==> config.mk <==
export PLATFORM = sky130hd
export DESIGN_NAME = rom_arbiter_flat
export DESIGN_NICKNAME = d
export VERILOG_FILES = /design/src/rtl/rom_arbiter_if.sv /design/src/rtl/rom_arbiter.sv /design/src/flat_wrapper.sv
export SDC_FILE = /design/constraint.sdc
export NUM_CORES = 1
export LEC_CHECK = 0
export CAP_MARGIN = 25
export CORE_MARGIN = 2
export CORE_UTILIZATION = 45
export CTS_CLUSTER_SIZE = 25
export DETAILED_ROUTE_END_ITERATION = 8
export PLACE_DENSITY = 0.76
export SETUP_SLACK_MARGIN = 0.5
export SYNTH_ARGS = -nofsm -noshare
export SYNTH_HDL_FRONTEND = slang
export SYNTH_SLANG_ARGS = --single-unit
==> constraint.sdc <==
create_clock -name clk -period 1.95 [get_ports clk]
set_input_delay 0.39 -clock clk [delete_from_list [all_inputs] [get_ports clk]]
set_output_delay 0.39 -clock clk [all_outputs]
set_load 0.02 [all_outputs]
==> src/rtl/rom_arbiter_if.sv <==
`default_nettype none
// ============================================================================
// Module      : rom_arbiter_if
// Description : Bundles the two requester ports, the ROM pin group and the
//               busy flag of rom_arbiter. The slave modport is the arbiter's
//               view. The master modport is the view of the surrounding
//               requesters and ROM.
// Revision    : 1.0 - initial release
// ============================================================================
interface rom_arbiter_if;
    // requester 0
    logic       req0;
    logic [3:0] addr0;
    logic       ack0;
    logic [3:0] data0;
    // requester 1
    logic       req1;
    logic [3:0] addr1;
    logic       ack1;
    logic [3:0] data1;
    // ROM pins
    logic       rom_ce_n;
    logic       rom_oe_n;
    logic [3:0] rom_addr;
    logic [3:0] rom_data;
    // status
    logic       busy;

    modport slave (
        input  req0, addr0, req1, addr1, rom_data,
        output ack0, data0, ack1, data1, rom_ce_n, rom_oe_n, rom_addr, busy
    );

    modport master (
        output req0, addr0, req1, addr1, rom_data,
        input  ack0, data0, ack1, data1, rom_ce_n, rom_oe_n, rom_addr, busy
    );
endinterface
`default_nettype wire

==> src/rtl/rom_arbiter.sv <==
`default_nettype none
// ============================================================================
// Module      : rom_arbiter
// Description : Two-port arbiter and access sequencer for a 16x4
//               asynchronous ROM. For each grant it runs a setup, access and
//               release sequence on the active-low ROM pins. It registers the
//               returned nibble and returns it to the winner with a one-cycle
//               acknowledge.
//               Build option: define ROM_ARB_FIXED_PRIO_EN to replace the
//               round-robin arbitration with fixed priority. Under fixed
//               priority, port 0 always wins a tie.
// Revision    : 1.0 - initial release
// ============================================================================
module rom_arbiter #(
    parameter int ACCESS_CYCLES = 1      // cycles rom_oe_n is low, 1..15
) (
    input  wire logic    clk,
    input  wire logic    rst,
    rom_arbiter_if.slave bus
);

    typedef enum logic [1:0] {
        ST_IDLE   = 2'd0,
        ST_SETUP  = 2'd1,
        ST_ACCESS = 2'd2,
        ST_DONE   = 2'd3
    } state_t;

    localparam logic [3:0] c_CNT_LOAD = 4'(ACCESS_CYCLES - 1);

    state_t     r_state;
    state_t     w_state_nxt;
    logic       w_start;
    logic       w_grant;
    logic       r_cur;
    logic       r_last;
    logic [3:0] r_cnt;
    logic [3:0] r_addr;
    logic       r_ce_n;
    logic       r_oe_n;
    logic       r_ack0;
    logic       r_ack1;
    logic [3:0] r_data0;
    logic [3:0] r_data1;
    logic       r_busy;

    // Arbitration: pick the winner among the pending requests.
`ifdef ROM_ARB_FIXED_PRIO_EN
    always_comb begin
        w_grant = bus.req0 ? 1'b0 : 1'b1;
    end
`else
    always_comb begin
        w_grant = 1'b0;
        if (bus.req0 && bus.req1) begin
            w_grant = ~r_last;
        end else begin
            w_grant = ~bus.req0;
        end
    end
`endif

    // State register.
    always_ff @(posedge clk) begin
        if (rst) begin
            r_state <= ST_IDLE;
        end else begin
            r_state <= w_state_nxt;
        end
    end

    // Next-state logic. DONE always returns to IDLE, even if a request is still high.
    always_comb begin
        w_state_nxt = r_state;
        w_start     = 1'b0;
        case (r_state)
            ST_IDLE: begin
                if (bus.req0 || bus.req1) begin
                    w_start     = 1'b1;
                    w_state_nxt = ST_SETUP;
                end
            end
            ST_SETUP:  w_state_nxt = ST_ACCESS;
            ST_ACCESS: begin
                if (r_cnt == 4'd0) begin
                    w_state_nxt = ST_DONE;
                end
            end
            ST_DONE:   w_state_nxt = ST_IDLE;
            default:   w_state_nxt = ST_IDLE;
        endcase
    end

    // Datapath and registered outputs. The pin and ack values are derived from the next state, so they are valid in that state's cycle.
    always_ff @(posedge clk) begin
        if (rst) begin
            r_cur   <= 1'b0;
            r_last  <= 1'b1;
            r_cnt   <= 4'd0;
            r_addr  <= 4'd0;
            r_ce_n  <= 1'b1;
            r_oe_n  <= 1'b1;
            r_ack0  <= 1'b0;
            r_ack1  <= 1'b0;
            r_data0 <= 4'd0;
            r_data1 <= 4'd0;
            r_busy  <= 1'b0;
        end else begin
            if (w_start) begin
                r_cur  <= w_grant;
                r_addr <= w_grant ? bus.addr1 : bus.addr0;
            end
            if (r_state == ST_SETUP) begin
                r_cnt <= c_CNT_LOAD;
            end else if (r_state == ST_ACCESS && r_cnt != 4'd0) begin
                r_cnt <= r_cnt - 4'd1;
            end
            if (r_state == ST_ACCESS && r_cnt == 4'd0) begin
                if (r_cur) begin
                    r_data1 <= bus.rom_data;
                end else begin
                    r_data0 <= bus.rom_data;
                end
            end
            if (r_state == ST_DONE) begin
                r_last <= r_cur;
            end
            r_ce_n <= !(w_state_nxt == ST_SETUP || w_state_nxt == ST_ACCESS);
            r_oe_n <= (w_state_nxt != ST_ACCESS);
            r_ack0 <= (w_state_nxt == ST_DONE) && !r_cur;
            r_ack1 <= (w_state_nxt == ST_DONE) &&  r_cur;
            r_busy <= (w_state_nxt != ST_IDLE);
        end
    end

    assign bus.rom_addr = r_addr;
    assign bus.rom_ce_n = r_ce_n;
    assign bus.rom_oe_n = r_oe_n;
    assign bus.ack0     = r_ack0;
    assign bus.ack1     = r_ack1;
    assign bus.data0    = r_data0;
    assign bus.data1    = r_data1;
    assign bus.busy     = r_busy;

endmodule
`default_nettype wire

==> src/flat_wrapper.sv <==
// flat-port wrapper written by rule: the top's interface ports become plain ports
module rom_arbiter_flat 
#(
    parameter int ACCESS_CYCLES = 1                                      
)
  (clk, rst, bus_req0, bus_addr0, bus_req1, bus_addr1, bus_rom_data, bus_ack0, bus_data0, bus_ack1, bus_data1, bus_rom_ce_n, bus_rom_oe_n, bus_rom_addr, bus_busy);
  rom_arbiter_if bus_i ();
  input  wire logic clk;
  input  wire logic rst;
  input wire logic [$bits(bus_i.req0)-1:0] bus_req0;
  input wire logic [$bits(bus_i.addr0)-1:0] bus_addr0;
  input wire logic [$bits(bus_i.req1)-1:0] bus_req1;
  input wire logic [$bits(bus_i.addr1)-1:0] bus_addr1;
  input wire logic [$bits(bus_i.rom_data)-1:0] bus_rom_data;
  output wire logic [$bits(bus_i.ack0)-1:0] bus_ack0;
  output wire logic [$bits(bus_i.data0)-1:0] bus_data0;
  output wire logic [$bits(bus_i.ack1)-1:0] bus_ack1;
  output wire logic [$bits(bus_i.data1)-1:0] bus_data1;
  output wire logic [$bits(bus_i.rom_ce_n)-1:0] bus_rom_ce_n;
  output wire logic [$bits(bus_i.rom_oe_n)-1:0] bus_rom_oe_n;
  output wire logic [$bits(bus_i.rom_addr)-1:0] bus_rom_addr;
  output wire logic [$bits(bus_i.busy)-1:0] bus_busy;
  assign bus_i.req0 = bus_req0;
  assign bus_i.addr0 = bus_addr0;
  assign bus_i.req1 = bus_req1;
  assign bus_i.addr1 = bus_addr1;
  assign bus_i.rom_data = bus_rom_data;
  assign bus_ack0 = bus_i.ack0;
  assign bus_data0 = bus_i.data0;
  assign bus_ack1 = bus_i.ack1;
  assign bus_data1 = bus_i.data1;
  assign bus_rom_ce_n = bus_i.rom_ce_n;
  assign bus_rom_oe_n = bus_i.rom_oe_n;
  assign bus_rom_addr = bus_i.rom_addr;
  assign bus_busy = bus_i.busy;
  rom_arbiter #(.ACCESS_CYCLES(ACCESS_CYCLES)) u_core (.clk(clk), .rst(rst), .bus(bus_i));
endmodule
==> results of run 1 <==
[through the flow]
step | total power (W) | instance area [µm²] | setup slack (ps)
2_1_floorplan | 0.001001 | 1155 | 460.8
3_3_place_gp | 0.001202 | 1509 | 142.0
3_5_place_dp | 0.001217 | 1509 | 92.82
4_1_cts | 0.001429 | 1580 | 443.9
5_1_grt | 0.001521 | 1584 | 356.3
6_report | 0.001426 | 1584 | 413.1
[power by group]
| part | switching (W) | internal, W |
|---|---|---|
| Clock | 0.000151 | 0.0000768 |
| Combinational | 0.000303 | 0.000258 |
| Sequential | 0.0000436 | 0.000595 |
[registers in the layout, indices dropped and copies added (netlist names)]
signal / cells
u_core.bus.ack1: 1
u_core.r_cur: 1
u_core.bus.rom_oe_n: 1
u_core.r_state: 2
u_core.r_cnt: 4
u_core.bus.rom_addr: 4
u_core.r_last: 1
u_core.bus.rom_ce_n: 1
u_core.bus.ack0: 1
u_core.bus.data1: 4
u_core.bus.busy: 1
u_core.bus.data0: 4
[cell type report]
| type | instances | area, µm² |
|---|---|---|
| Sequential cell | 25 | 508.0 |
| Inverter | 8 | 30.03 |
| Clock inverter | 1 | 5.005 |
| Clock buffer | 3 | 22.52 |
| Timing Repair Buffer | 43 | 381.6 |
| Tap cell | 28 | 35.03 |
| Multi-Input combinational cell | 80 | 601.8 |
| Fill cell | 197 | 670.6 |
[metal layers]
| layer | GRT usage, % | wire length (µm) |
|---|---|---|
| met5 | 0 | 0 |
| met1 | 23.40 | 1072 |
| met2 | 38.48 | 1303 |
| met4 | 8.547 | 55 |
| met3 | 3.955 | 134 |
[final timing paths]
kind / end / slack [ps] / startpoint
min reg2reg: u_core.bus.data1[2] / 470 / u_core.bus.data1[2]
max: u_core.bus.rom_ce_n / 410 / u_core.r_cnt[0]
max reg2reg: u_core.bus.rom_ce_n / 410 / u_core.r_cnt[0]
min: u_core.bus.data1[2] / 470 / u_core.bus.data1[2]
[critical path, cell delays in order, from the launching register on]
cell     delay (ps)
dfxtp_2         370
inv_2            50
ha_4            150
nor3b_4         150
o32ai_2         270
inv_1           120
ha_4            270
nand2_1          40
[layout by cell type (no fill, tap or decap)]
cell type        synthesis  layout
ha_2                     0       2
dfxtp_1                 25      21
nor2b_2                  0       2
ha_1                     7       3
or4_4                    0       1
nor3b_1                  2       1
mux2i_1                 10      10
nor4b_1                  1       1
nor2_1                   9       9
and3_1                   1       1
nand2_1                 16      16
o21a_1                   3       2
o21ai_0                  6       6
ha_4                     0       2
inv_2                    0       3
buf_4                    0      11
or3_1                    1       1
inv_1                    8       5
and4b_2                  1       1
nand2b_1                 1       1
clkbuf_4                 0       3
o32ai_2                  0       1
clkinv_2                 0       1
a21oi_1                  2       2
nor2b_1                  3       1
nor4b_2                  1       1
nor3_1                   3       3
a311oi_1                 5       5
nor3b_4                  0       1
dfxtp_4                  0       1
dfxtp_2                  0       3
nand3_1                  4       4
o21a_2                   0       1
dlygate4sd2_1            0      17
o31a_1                   1       1
a21boi_1                 0       1
clkdlybuf4s50_1          0      15
[logic make-up (layout without fill, tap and decap cells)]
logic type / count (synthesis) / count (layout)
AOI/OAI and AO/OA: 19 / 19
adders and majority gates: 7 / 7
buffers and inverters: 13 / 55
DFF: 25 / 25
muxes: 10 / 10
and+or+nand+nor: 44 / 44
[what timing repair did]
action	in CTS	in global routing
endpoints found under the setup margin	24	18
pin swaps	4	0
buffers inserted	7	0
gates resized for setup	22	3
[synth_stat cells (2+ instances only)]
master / number / area [µm²]
mux2i_1: 10 / 100.1
nand2_1: 16 / 60.06
inv_1: 8 / 30.03
buf_2: 2 / 10.01
a311oi_1: 5 / 43.79
nor2_1: 9 / 33.78
nor3_1: 3 / 15.01
a21oi_1: 2 / 10.01
nor3b_1: 2 / 15.01
nor2b_1: 3 / 18.77
o21ai_0: 6 / 30.03
nand3_1: 4 / 20.02
dfxtp_1: 25 / 500.5
ha_1: 7 / 87.58
o21a_1: 3 / 22.52
==> run metrics, run 1 <==
Worst Setup Start Kind register; Worst Reg2Reg Path Length in Cells 7; Final setup viols 0; initial antenna violation count 0; Syn Std Cell Area 1096 µm²; initial core utilization 48.61%; prevailing post-synth register cell dfxtp_1; clk_lat worst skew 310 ps; max_cap viols 0; FMAX 650.6 MHz; clk slew on worst S/H paths roughly 130 ps; Longest Clk Path Bufs 2; Synth Instances 118; Die X around 53 µm; P per Cell Area 900.5 nW/µm²; H-tree Lvls 1; Die Ht 53.35 µm; Clock Sinks 25; routability cong. 0.8743; Root Buffer clkbuf_4; CTS tree built; Hold WS 468.1 ps; overall die area 2846 µm²; Setup crit end kind register; Post-Syn Nets 141; final hold vios 0; total congestion overflow 0; final net count 184; Final Util 70.26%; vias in the first global route approximately 990; first-iteration detailed-routing DRC count 9; main combinational cell family by area after synthesis simple AND/OR/NAND/NOR gates; cts hold-fix bufs 0; wire length of the first global-routing pass 4291 µm; Clock Skew 1.945 ps; Worst Path Arrival 1740 ps; Post-synth EDFFs 0; async set-or-reset flop fraction in the synthesized netlist 0%; Crit Path Class reg -> reg; Synth Area in Compound Gates a little under an eighth; vias per cell 5.229; Hold/Removal Path Class reg -> reg; row count 17; Area Overhead vs Synth 44.52%; Final Slew Violations 0; DP HPWL about 1800 µm; RSZ-0062 raised after global routing true; largest net degree at the start of global routing 16; DRC violations left 0; Placed Instances 177; Antenna diodes 0; vias 983; mux contribution to synthesized area 9.132%; minimum clock period 1537 ps; GRT Total Usage 21.03%; core area between 2000 and 2500 µm²; sequential area share after synthesis 45.66%; final instance count without filler cells around 190; xor/xnor share of the synthesized area 0%; outcome complete, no violations; port bufs 32; Netlist cell types 28; Leak 0.6970 nW; Synth Area in Adders 7.991%; Simple-Gate Fraction of Synth Area between 20% and 30%; Data required, critical path 2160 ps; Rel. slew slack 70.00%; setup tns final 0 ps; Mapped Avg Cell Area 9.289 µm²; total CTS buffers 3; CP Max Fanout 2; DR WL/cell 13.65 µm; Final Cycle Share 78.82%; Worst-Margin Slew 449.6 ps; antenna-violating nets left 0; DR pass1 iterations 4; YS warnings 0; maximum vdd drop 0.5692 mV; share of post-route cells with drive strength above 1 21.25%; I/O pins 33; Hold Path Depth 2; FF+latch count, synth 25; Routed WL 2566 µm
Note: power is estimated with default switching activity, not from simulation.
==> inputs of run 2 (changes only) <==
--- a/config.mk
+++ b/config.mk
@@ -7,10 +7,10 @@
 export LEC_CHECK = 0
 export CAP_MARGIN = 25
 export CORE_MARGIN = 2
-export CORE_UTILIZATION = 45
+export CORE_UTILIZATION = 41
 export CTS_CLUSTER_SIZE = 25
 export DETAILED_ROUTE_END_ITERATION = 8
-export PLACE_DENSITY = 0.76
+export PLACE_DENSITY = 0.73
 export SETUP_SLACK_MARGIN = 0.5
 export SYNTH_ARGS = -nofsm -noshare
 export SYNTH_HDL_FRONTEND = slang
==> constraint.sdc (replaced) <==
create_clock -name clk -period 1.4 [get_ports clk]
set_input_delay 0.28 -clock clk [delete_from_list [all_inputs] [get_ports clk]]
set_output_delay 0.28 -clock clk [all_outputs]
set_load 0.02 [all_outputs]
==> run metrics, run 2 (synthesized netlist as in run 1, its figures left out) <==
Final Cycle Share 108.8% (was 78.82%); Final Util 74.22% (was 70.26%); minimum clock period 1523 ps (was 1537 ps); Die Ht 55.71 µm (was 53.35 µm); clk_lat worst skew 320 ps (was 310 ps); initial core utilization 43.84% (was 48.61%); routability cong. 0.8156 (was 0.8743); overall die area 3103 µm² (was 2846 µm²); Worst Path Arrival 1740 ps (about the same); Antenna diodes 0 (unchanged); Final setup viols 12 (was 0); DR pass1 iterations 4 (unchanged); DP HPWL 1970 µm (was 1826 µm); fillers 176 (was 197); max_cap viols 0 (unchanged); Rel. slew slack 70.89% (was 70.00%); Clock Skew 7.660 ps (was 1.945 ps); core area 2500 µm² (was 2255 µm²); maximum vdd drop 0.9586 mV (was 0.5692 mV); Root Buffer clkbuf_4 (unchanged); Leak 0.7735 nW (was 0.6970 nW); total CTS buffers 3 (unchanged); vias in the first global route 1,071 (was 987); final hold vios 0 (unchanged); vias 1,072 (was 983); Worst Setup Start Kind register (unchanged); port bufs 32 (unchanged); Data required, critical path 1620 ps (was 2160 ps); Worst-Margin Slew 436.1 ps (was 449.6 ps); clk slew on worst S/H paths 140 ps (was 130 ps); DR WL/cell 14.91 µm (was 13.65 µm); DRC violations left 0 (unchanged); antenna-violating nets left 0 (unchanged); vias per cell 5.255 (was 5.229); RSZ-0062 raised after global routing true (unchanged); Hold WS 477.9 ps (was 468.1 ps); largest net degree at the start of global routing 16 (unchanged); total congestion overflow 0 (unchanged); Final Slew Violations 0 (unchanged); failing checks setup timing; CP Max Fanout 3 (was 2); cts hold-fix bufs 0 (unchanged); Area Overhead vs Synth 69.29% (was 44.52%); P per Cell Area 1280 nW/µm² (was 900.5 nW/µm²); Clock Sinks 25 (unchanged); Die X 55.71 µm (was 53.35 µm); H-tree Lvls 1 (unchanged); FMAX 656.4 MHz (was 650.6 MHz); initial antenna violation count 0 (unchanged); total power 0.002374 W (was 0.001426 W); outcome finished, violations left (was complete, no violations); I/O pins 33 (unchanged); most frequent cells in the layout buf_4, buf_6, dfxtp_2 (was dfxtp_1, dlygate4sd2_1, nand2_1); first-iteration detailed-routing DRC count 26 (was 9); Longest Clk Path Bufs 2 (unchanged); row count 18 (was 17); Routed WL 3041 µm (was 2566 µm); GRT Total Usage 19.63% (was 21.03%); Setup crit end kind register (unchanged); commonest non-fill, non-tap cell in the layout buf_4 (was dfxtp_1); CTS tree built (unchanged); share of post-route cells with drive strength above 1 53.45% (was 21.25%); final net count 198 (was 184); Crit Path Class reg -> reg (unchanged); wire length of the first global-routing pass 4754 µm (was 4291 µm); Hold/Removal Path Class reg -> reg (unchanged); Setup WS post-layout -123.4 ps (was 413.1 ps)
[run 2: changes by cell type in the layout (fill, tap and decap cells not counted), sizes merged]
cell	change
buf	+30
dlygate4sd2	-17
o21a	+1
[run 2: report_power, final]
group | total [W] | internal [W] | switching (W)
registers | 0.000917 | 0.000844 | 0.0000732
logic | 0.00114 | 0.000602 | 0.000533
clock network | 0.000322 | 0.000107 | 0.000215
total | 0.00237 | 0.00155 | 0.000821
[run 2: worst max-delay path, stage by stage (launching register included)]
cell and delay, ps:
dfxtp_2 350, inv_2 40, ha_4 160, nor3b_4 160, o32ai_2 300, inv_1 110
ha_4 270, nand2_1 40
[run 2: per-layer routing]
| layer | wire [µm] | share of wire, % | vias to the layer above | global-route usage [%] |
|---|---|---|---|---|
| met5 | 0 | 0 | - | 0 |
| met4 | 100 | 3.3 | 0 | 11.85 |
| met3 | 129 | 4.2 | 11 | 3.023 |
| met2 | 1584 | 52 | 30 | 36.39 |
| met1 | 1226 | 40 | 505 | 20.52 |
| li1 | - | - | 526 | - |
[run 2: through the flow]
| step | area (µm²) | worst slack, ps | setup TNS, ps | std cells |
|---|---|---|---|---|
| CTS | 1797 | -123.6 | -837.8 | 201 |
| detailed placement | 1605 | -306.5 | -2468 | 190 |
| finish | 1856 | -123.4 | -816.5 | 204 |
| global placement | 1605 | -256.9 | -1827 | 190 |
| global route | 1856 | -220.6 | -2092 | 204 |
| floorplan | 1172 | -88.61 | -268.0 | 118 |
[run 2: timing repair]
item / CTS / global route
gates resized for setup: 134 / 9
cloned: 1 / 0
endpoints found under the setup margin: 42 / 42
buffers inserted: 6 / 3
pin swaps: 8 / 6
[run 2: worst paths after layout]
| check | from | end | cells past startpoint | slack, ps |
|---|---|---|---|---|
| worst max-delay path | u_core.r_cnt[0] | u_core.bus.rom_ce_n | 7 | -120 |
| worst min-delay path | u_core.bus.data1[1] | u_core.bus.data1[1] | 2 | 480 |
| worst max register to register | u_core.r_cnt[0] | u_core.bus.rom_ce_n | 7 | -120 |
| worst min register to register | u_core.bus.data1[1] | u_core.bus.data1[1] | 2 | 480 |
[run 2: cell type report]
| type | instances | area, µm² | area share, % |
|---|---|---|---|
| well taps | 30 | 37.54 | 2.023 |
| multi-input cells | 81 | 699.4 | 37.69 |
| inverters | 8 | 30.03 | 1.618 |
| flip-flops and latches | 25 | 528.0 | 28.46 |
| clock buffers | 3 | 22.52 | 1.214 |
| clock inverters | 1 | 5.005 | 0.2697 |
| repair buffers | 56 | 533.0 | 28.73 |
